`src/rtl/mul_div_unit_if.sv`:
```
// mul_div_unit_if: execute-stage request/response bundle for the multiply/divide engine.
// Latency: none, wires only.
// Backpressure: the engine reports Busy/Stall; the master must hold the pipeline while set.
interface mul_div_unit_if;
  logic        Start;
  logic [3:0]  ALUOp;
  logic [31:0] A;
  logic [31:0] B;
  logic        Busy;
  logic        Done;
  logic        Stall;
  logic [31:0] HI;
  logic [31:0] LO;
  logic [31:0] Result;

  modport master (
    output Start, ALUOp, A, B,
    input  Busy, Done, Stall, HI, LO, Result
  );

  modport slave (
    input  Start, ALUOp, A, B,
    output Busy, Done, Stall, HI, LO, Result
  );
endinterface

```
`src/rtl/mul_div_unit.sv`:
```
// mul_div_unit: iterative signed multiply / restoring divide with architectural HI/LO.
// Latency: Busy for 32 cycles after the start edge; HI/LO written and Done pulsed on the 32nd.
// Backpressure: Busy/Stall hold the pipeline; a Start seen while busy is dropped, not queued.
module mul_div_unit (
  input  logic          clock,
  input  logic          reset,
  mul_div_unit_if.slave bus
);

  // ALU control encodings (ALU_Parameters.vh)
  localparam logic [3:0] AluOp_Mul  = 4'd10;
  localparam logic [3:0] AluOp_Div  = 4'd11;
  localparam logic [3:0] AluOp_Mfhi = 4'd12;

  typedef enum logic [1:0] {
    IDLE = 2'd0,
    MUL  = 2'd1,
    DIV  = 2'd2
  } state_t;

  state_t      state;
  logic [4:0]  cnt;
  logic        sign_a;
  logic        sign_b;
  logic        div_zero;
  logic        busy;
  logic        done;
  logic [31:0] mag_a;
  logic [31:0] mag_b;
  logic [31:0] hi;
  logic [31:0] lo;
  // MUL: {partial product high, remaining multiplier bits}
  // DIV: {partial remainder, dividend bits shifting out / quotient bits shifting in}
  logic [63:0] acc;

  logic [31:0] abs_a;
  logic [31:0] abs_b;
  logic        start_ok;
  logic [32:0] mul_sum;
  logic [63:0] mul_nx;
  logic [63:0] prod;
  logic [32:0] div_shift;
  logic [33:0] div_diff;
  logic        div_ge;
  logic [63:0] div_nx;
  logic [31:0] quo_s;
  logic [31:0] rem_s;
  logic [31:0] a_orig;
  logic        unused_bits;

  // Operand magnitudes captured at start; 0x80000000 maps to itself as unsigned.
  always_comb begin
    abs_a    = bus.A[31] ? (~bus.A + 32'd1) : bus.A;
    abs_b    = bus.B[31] ? (~bus.B + 32'd1) : bus.B;
    start_ok = bus.Start && ((bus.ALUOp == AluOp_Mul) || (bus.ALUOp == AluOp_Div));
  end

  // One shift-add multiply step plus the sign-corrected final product.
  always_comb begin
    mul_sum = {1'b0, acc[63:32]} + (acc[0] ? {1'b0, mag_a} : 33'd0);
    mul_nx  = {mul_sum, acc[31:1]};
    prod    = (sign_a ^ sign_b) ? (~mul_nx + 64'd1) : mul_nx;
  end

  // One restoring divide step plus sign-corrected quotient/remainder.
  always_comb begin
    div_shift = {acc[63:32], acc[31]};
    div_diff  = {1'b0, div_shift} - {2'b00, mag_b};
    div_ge    = ~div_diff[33];
    div_nx    = {(div_ge ? div_diff[31:0] : div_shift[31:0]), acc[30:0], div_ge};
    quo_s     = (sign_a ^ sign_b) ? (~div_nx[31:0] + 32'd1) : div_nx[31:0];
    rem_s     = sign_a ? (~div_nx[63:32] + 32'd1) : div_nx[63:32];
    a_orig    = sign_a ? (~mag_a + 32'd1) : mag_a;
  end

  // A successful trial subtraction is always below the divisor, so bit 32 is zero.
  assign unused_bits = div_diff[32];

  // Control FSM and datapath registers; HI/LO move only on completion or reset.
  always_ff @(posedge clock or posedge reset) begin
    if (reset) begin
      state    <= IDLE;
      cnt      <= 5'd0;
      sign_a   <= 1'b0;
      sign_b   <= 1'b0;
      div_zero <= 1'b0;
      mag_a    <= 32'd0;
      mag_b    <= 32'd0;
      acc      <= 64'd0;
      hi       <= 32'd0;
      lo       <= 32'd0;
      busy     <= 1'b0;
      done     <= 1'b0;
    end else begin
      done <= 1'b0;
      case (state)
        IDLE: begin
          if (start_ok) begin
            state    <= (bus.ALUOp == AluOp_Mul) ? MUL : DIV;
            busy     <= 1'b1;
            cnt      <= 5'd31;
            sign_a   <= bus.A[31];
            sign_b   <= bus.B[31];
            mag_a    <= abs_a;
            mag_b    <= abs_b;
            div_zero <= (bus.B == 32'd0);
            acc      <= {32'd0, (bus.ALUOp == AluOp_Mul) ? abs_b : abs_a};
          end
        end
        MUL: begin
          acc <= mul_nx;
          if (cnt == 5'd0) begin
            hi    <= prod[63:32];
            lo    <= prod[31:0];
            done  <= 1'b1;
            busy  <= 1'b0;
            state <= IDLE;
          end else begin
            cnt <= cnt - 5'd1;
          end
        end
        DIV: begin
          acc <= div_nx;
          if (cnt == 5'd0) begin
            // Divide by zero still runs the full latency, then returns HI = A, LO = all ones.
            hi    <= div_zero ? a_orig : rem_s;
            lo    <= div_zero ? 32'hFFFF_FFFF : quo_s;
            done  <= 1'b1;
            busy  <= 1'b0;
            state <= IDLE;
          end else begin
            cnt <= cnt - 5'd1;
          end
        end
        default: begin
          state <= IDLE;
          busy  <= 1'b0;
        end
      endcase
    end
  end

  assign bus.Busy   = busy;
  assign bus.Done   = done;
  assign bus.HI     = hi;
  assign bus.LO     = lo;
  assign bus.Stall  = busy | ((bus.ALUOp == AluOp_Mfhi) & busy);
  assign bus.Result = (bus.ALUOp == AluOp_Mfhi) ? hi : 32'd0;

endmodule

```
`src/flat_wrapper.sv`:
```
// flat-port wrapper written by rule: the top's interface ports become plain ports
module mul_div_unit_flat 
  (clock, reset, bus_Start, bus_ALUOp, bus_A, bus_B, bus_Busy, bus_Done, bus_Stall, bus_HI, bus_LO, bus_Result);
  mul_div_unit_if bus_i ();
  input  logic clock;
  input  logic reset;
  input wire logic [$bits(bus_i.Start)-1:0] bus_Start;
  input wire logic [$bits(bus_i.ALUOp)-1:0] bus_ALUOp;
  input wire logic [$bits(bus_i.A)-1:0] bus_A;
  input wire logic [$bits(bus_i.B)-1:0] bus_B;
  output wire logic [$bits(bus_i.Busy)-1:0] bus_Busy;
  output wire logic [$bits(bus_i.Done)-1:0] bus_Done;
  output wire logic [$bits(bus_i.Stall)-1:0] bus_Stall;
  output wire logic [$bits(bus_i.HI)-1:0] bus_HI;
  output wire logic [$bits(bus_i.LO)-1:0] bus_LO;
  output wire logic [$bits(bus_i.Result)-1:0] bus_Result;
  assign bus_i.Start = bus_Start;
  assign bus_i.ALUOp = bus_ALUOp;
  assign bus_i.A = bus_A;
  assign bus_i.B = bus_B;
  assign bus_Busy = bus_i.Busy;
  assign bus_Done = bus_i.Done;
  assign bus_Stall = bus_i.Stall;
  assign bus_HI = bus_i.HI;
  assign bus_LO = bus_i.LO;
  assign bus_Result = bus_i.Result;
  mul_div_unit u_core (.clock(clock), .reset(reset), .bus(bus_i));
endmodule
```
`config.mk`:
```
export PLATFORM = sky130hd
export DESIGN_NAME = mul_div_unit_flat
export DESIGN_NICKNAME = d
export VERILOG_FILES = /design/src/rtl/mul_div_unit_if.sv /design/src/rtl/mul_div_unit.sv /design/src/flat_wrapper.sv
export SDC_FILE = /design/constraint.sdc
export NUM_CORES = 1
export LEC_CHECK = 0
export ABC_AREA = 1
export CAP_MARGIN = 5
export CELL_PAD_IN_SITES_DETAIL_PLACEMENT = 1
export CELL_PAD_IN_SITES_GLOBAL_PLACEMENT = 1
export CORE_ASPECT_RATIO = 0.9
export CORE_MARGIN = 5
export CORE_UTILIZATION = 30
export DETAILED_ROUTE_END_ITERATION = 10
export PLACE_DENSITY_LB_ADDON = 0.1
export SLEW_MARGIN = 30
export SYNTH_ARGS = -nofsm -noshare
export SYNTH_HDL_FRONTEND = slang
export SYNTH_SLANG_ARGS = --single-unit
```
`constraint.sdc`:
```
create_clock -name clock -period 10.8 [get_ports clock]
set_input_delay 2.7 -clock clock [delete_from_list [all_inputs] [get_ports clock]]
set_output_delay 2.7 -clock clock [all_outputs]
set_load 0.05 [all_outputs]
```
# Word level (Yosys, flattened, before mapping)
# Index checks and enable logic that the tools add are counted.
op_classes:
  muxes: 32
  n_reduce_logical: 14
  eq_ne: 10
  n_bitwise: 10
  n_addsub: 9
op_table:
  columns: ["cell", "n"]
  rows:
  - ["32-bit 2-to-1 mux", 15]
  - ["64-bit one-hot mux with 3 select lines", 1]
  - ["32-bit by 1-bit adder with 32-bit output, second input constant", 5]
  - ["32-bit NOT", 5]
  - ["64-bit 2-to-1 mux", 2]
  - ["32-bit one-hot mux with 2 select lines", 2]
  - ["64-bit by 1-bit adder with 64-bit output, second input constant", 1]
  - ["64-bit NOT", 1]
  - ["33-bit by 32-bit subtractor with 34-bit output", 1]
  - ["32-bit by 33-bit adder with 33-bit output", 1]
  - ["32-bit zero test", 1]
  - ["4-bit equality test, second input constant", 3]
  - ["5-bit 2-to-1 mux", 2]
  - ["5-bit one-hot mux with 2 select lines", 1]
  - ["2-bit by 1-bit inequality test with 1-bit output, second input constant", 4]
  - ["2-bit 2-to-1 mux", 3]
  - ["2-bit AND reduction", 3]
  - ["3-bit AND reduction", 2]
  - ["5-bit zero test", 1]
  - ["5-bit by 1-bit subtractor with 5-bit output, second input constant", 1]
  - ["1-bit 2-to-1 mux", 4]
  - ["2-bit one-hot mux with 2 select lines", 1]
  - ["2-bit nonzero test", 2]
  - ["3-bit nonzero test", 1]
  - ["other kinds (12)", 12]
word_totals:
  inputBits: 71
  ff_bits: 204
  wordCells: 87
  out_inout_bits: 99

# Depth between registers and ports, before layout
depth:
  ltp_word: 8
  mapped_depth: 30

# Worst setup path before layout
# Ideal clock, no wire load.
synth_timing:
  path_type: "in2out"
  startpoint: "input port bus_ALUOp[1]"
  endpoint: "output port bus_Result[10]"
  arrival_time_ns: 3.789
  path_buffers: 1
  cell_stages: 4
  slack_ns: 4.311
  cell_sequence: "nor2_1 -> nand3_1 -> clkbuf_1 -> nor2_1"
synth_between:
  elab_chain_cells: 2
synth_rtl:
  columns: ["item", "line", "source"]
  rows:
  - ["start: declaration", "flat_wrapper.sv:8", "input wire logic [$bits(bus_i.ALUOp)-1:0] bus_ALUOp;"]
  - ["4-bit equality test", "mul_div_unit.sv:148", "assign bus.Result = (bus.ALUOp == AluOp_Mfhi) ? hi : 32'd0;"]
  - ["32-bit 2-to-1 mux", "mul_div_unit.sv:148", null]
  - ["end: declaration", "flat_wrapper.sv:16", "output wire logic [$bits(bus_i.Result)-1:0] bus_Result;"]
# No other way between the ends.

# Worst setup path after layout
layout_timing:
  startpoint: "input port bus_ALUOp[1]"
  endpoint: "output port bus_Result[18]"
# Same word-level chain as after synthesis.

==> flow_summary.ini <==
[status]
status = complete, no violations

[run]
cap_violations = 0

[cts]
postCtsResizedCells = 0
cts_tree = yes
cts_buffers = 29
postCtsSetupBuffers = 0
clock_path_buffers = 3
cts_max_level = 1
cts-hold-fix-buffers = 0
cts-root-buf = clkbuf_16
path_clk_slew_ps = 50
clk_latency_ps = 580
cts.sinks = 204

[floorplan]
die_h_um = 258
row_count = 90
dieArea_um2 = 73600
num_io_pins = 170
core-area_um2 = 67300
initial_core_util = 0.304
die_w_um = 285

[timing]
tns_ps = 0
setup_viol_count_final = 0
hold_ws_ps = 485
post-route-min-period_ps = 7790
rsz0062_at_grt = no
finalHoldViolCount = 0
fin_crit_sh = 0.721
skew_ps = 15.4
worst_pin_slew_ps = 946
slew_headroom = 0.365
finalMaxSlewViolations = 0
setup_slack_ps = 3010
fmax_ghz = 0.128

[critical_path]
slowest_delay_ps = 850
critPathArrivalTime_ps = 5090
r2r-end = u_core.bus.LO[16]
r2r_start = u_core.acc[50]
startpoint = bus_ALUOp[1]
ff2ff_setup_slack_ps = 5800
crit_path_end_kind = output port
cpLargestDelayFamily = buffers and inverters
path_cells = clkdlybuf4s50_1 > nor2_1 > nand3_2 > nor2_1 > clkdlybuf4s50_1
startpoint_type = primary input
worstPathMaxFanout = 32
worst_r2r_path_depth = 17
crit_type = primary input to output port
slowest_stage = clkdlybuf4s50_1
worstPathRequired_ps = 8100
crit_buf_inv = 2

[final_layout]
fin_cells = 4408
final_util = 0.355
fin_area_um2 = 23900
areaGrowthSynthToFinish_pct = 16.6
seqCellArea_um2 = 5110
multi_input_area_um2 = 12900
fin_nets = 3663
num-fill-cells = 8875
drive_gt1_frac = 0.0405

[grt]
grt.overflow.total = 0
grt_pass1_wl_um = 160000
grt_antenna_before_repair = 2
track_usage = 0.287
grt_pass1_vias = 23800
grt_max_degree = 112

[route]
wl_met3_um = 6690
wl_met2_um = 47300
wl_met1_um = 52600
drc = 0
num_vias = 24000
firstDrtPassIters = 5
antenna_left = 0
via_per_inst = 5.44
routed_wl_um = 110000
top_layer = met4
drt_iter0_markers = 2169
wl_per_cell_um = 24.9

[synthesis]
syn-instance-count = 3420
ys.flop_type = dfrtp_1
ys_types = 52
synth_top_cell_area_share = 0.249
synth.most_common_cell = nand2_1
ys_ff_latch = 204
synth_top_area_cell = dfrtp_1
synthArstFlopShare = 1.00
postSynthAreaPerCell_um2 = 5.99
synth_top_cells_by_count = nand2_1 (913), inv_1 (503), nor2_1 (379)
ys.warnings.count = 0
yosys-top-cells-area = dfrtp_1 (25%), nand2_1 (17%), inv_1 (9.2%), o21ai_0 (7.7%), nor2_1 (6.9%)
synth_area_um2 = 20500
syn_nets = 3568
seq_area_frac_synth = 0.249
synth_edf_count = 0

[pwr]
p_total_mw = 8.80
p_sw_frac = 0.620
p_leak_nw = 11.8
p_int_mw = 3.34
sequentialPowerShare = 0.171
clockPowerShare = 0.107
vdd_drop_max_uv = 155
pwr-share-comb = 0.722
powerDensity_nw_per_um2 = 368
p_switching_mw = 5.46

[place]
place_ws_ps = 3030
gp_congestion = 0.944
dp.cells = 4357
post_dp_cell_area_um2 = 23000
post-dp-hpwl_um = 89500
io_buffers = 169

[hold_path]
hold_path_class = flop to flop
min_to = u_core.bus.LO[19]
holdCritStartpoint = u_core.bus.LO[19]
min_path_cells = 2
[per-layer routing]
layer,GRT usage,vias up
met5,0,-
li1,-,11300
met1,0.424,11900
met3,0.0337,119
met2,0.448,708
met4,0.0663,0
[cells in the final DEF, fill, tap and decap left out, types with 13 or more instances in the layout]
master           instances
nand2_1                912
inv_1                  498
nor2_1                 378
o21ai_0                315
nand3_1                230
dfrtp_1                203
a21oi_1                182
clkdlybuf4s50_1        169
xor2_1                  82
ha_1                    74
nor3_1                  61
a31oi_1                 37
nand4_1                 32
o221ai_1                30
clkbuf_16               29
buf_4                   27
o22ai_1                 26
xnor2_1                 22
nand2_2                 20
a22oi_1                 19
o21ai_1                 15
o211ai_1                14
nor4_1                  13
o31ai_1                 13
[power by group through the flow]
stage / Combinational [mW] / Sequential (mW) / Clock [mW]
2_1_floorplan: 3.71 / 1.69 / 0
3_3_place_gp: 6.20 / 1.49 / 0
3_5_place_dp: 6.29 / 1.50 / 0
4_1_cts: 6.31 / 1.49 / 0.957
5_1_grt: 6.93 / 1.53 / 0.991
6_report: 6.35 / 1.51 / 0.941
[layout make-up]
cell class / instances / share of cell area
clock buffer: 42 / 0.0358
timing repair buffer: 197 / 0.0805
inverter: 513 / 0.0810
multi-input combinational: 2570 / 0.541
tap: 874 / 0.0458
clock inverter: 6 / 0.00147
antenna: 2 / 0.000210
sequential: 204 / 0.214
[worst max-delay path by stage]
stage	to	slack, ps	cells past startpoint
after global routing	bus_Result[19]	2800	5
after CTS	bus_Result[18]	3010	5
final	bus_Result[18]	3010	5
after global placement	bus_Result[1]	3050	5
after detailed placement	bus_Result[28]	3030	5
after floorplan	u_core.acc[0]	2530	1
[flip-flops by register name (all words and copies together), names as in the netlist, 2 cells and up]
name,count
u_core.state,2
u_core.acc,64
u_core.bus.LO,32
u_core.bus.HI,32
u_core.mag_b,32
u_core.cnt,5
u_core.mag_a,32
[worst min-delay path: cells and delay by family, from the launching register on]
family / cells / cell delay, ps
flip-flops: 1 / 350
AND/OR/NAND/NOR: 2 / 110
[cells by family after synthesis]
group | synth area share
buf+inv | 0.122
xor+xnor | 0.0445
flops | 0.249
compound gates | 0.191
fa+ha+maj | 0.0478
simple gates | 0.346
Power figures use the tool's default switching activity.
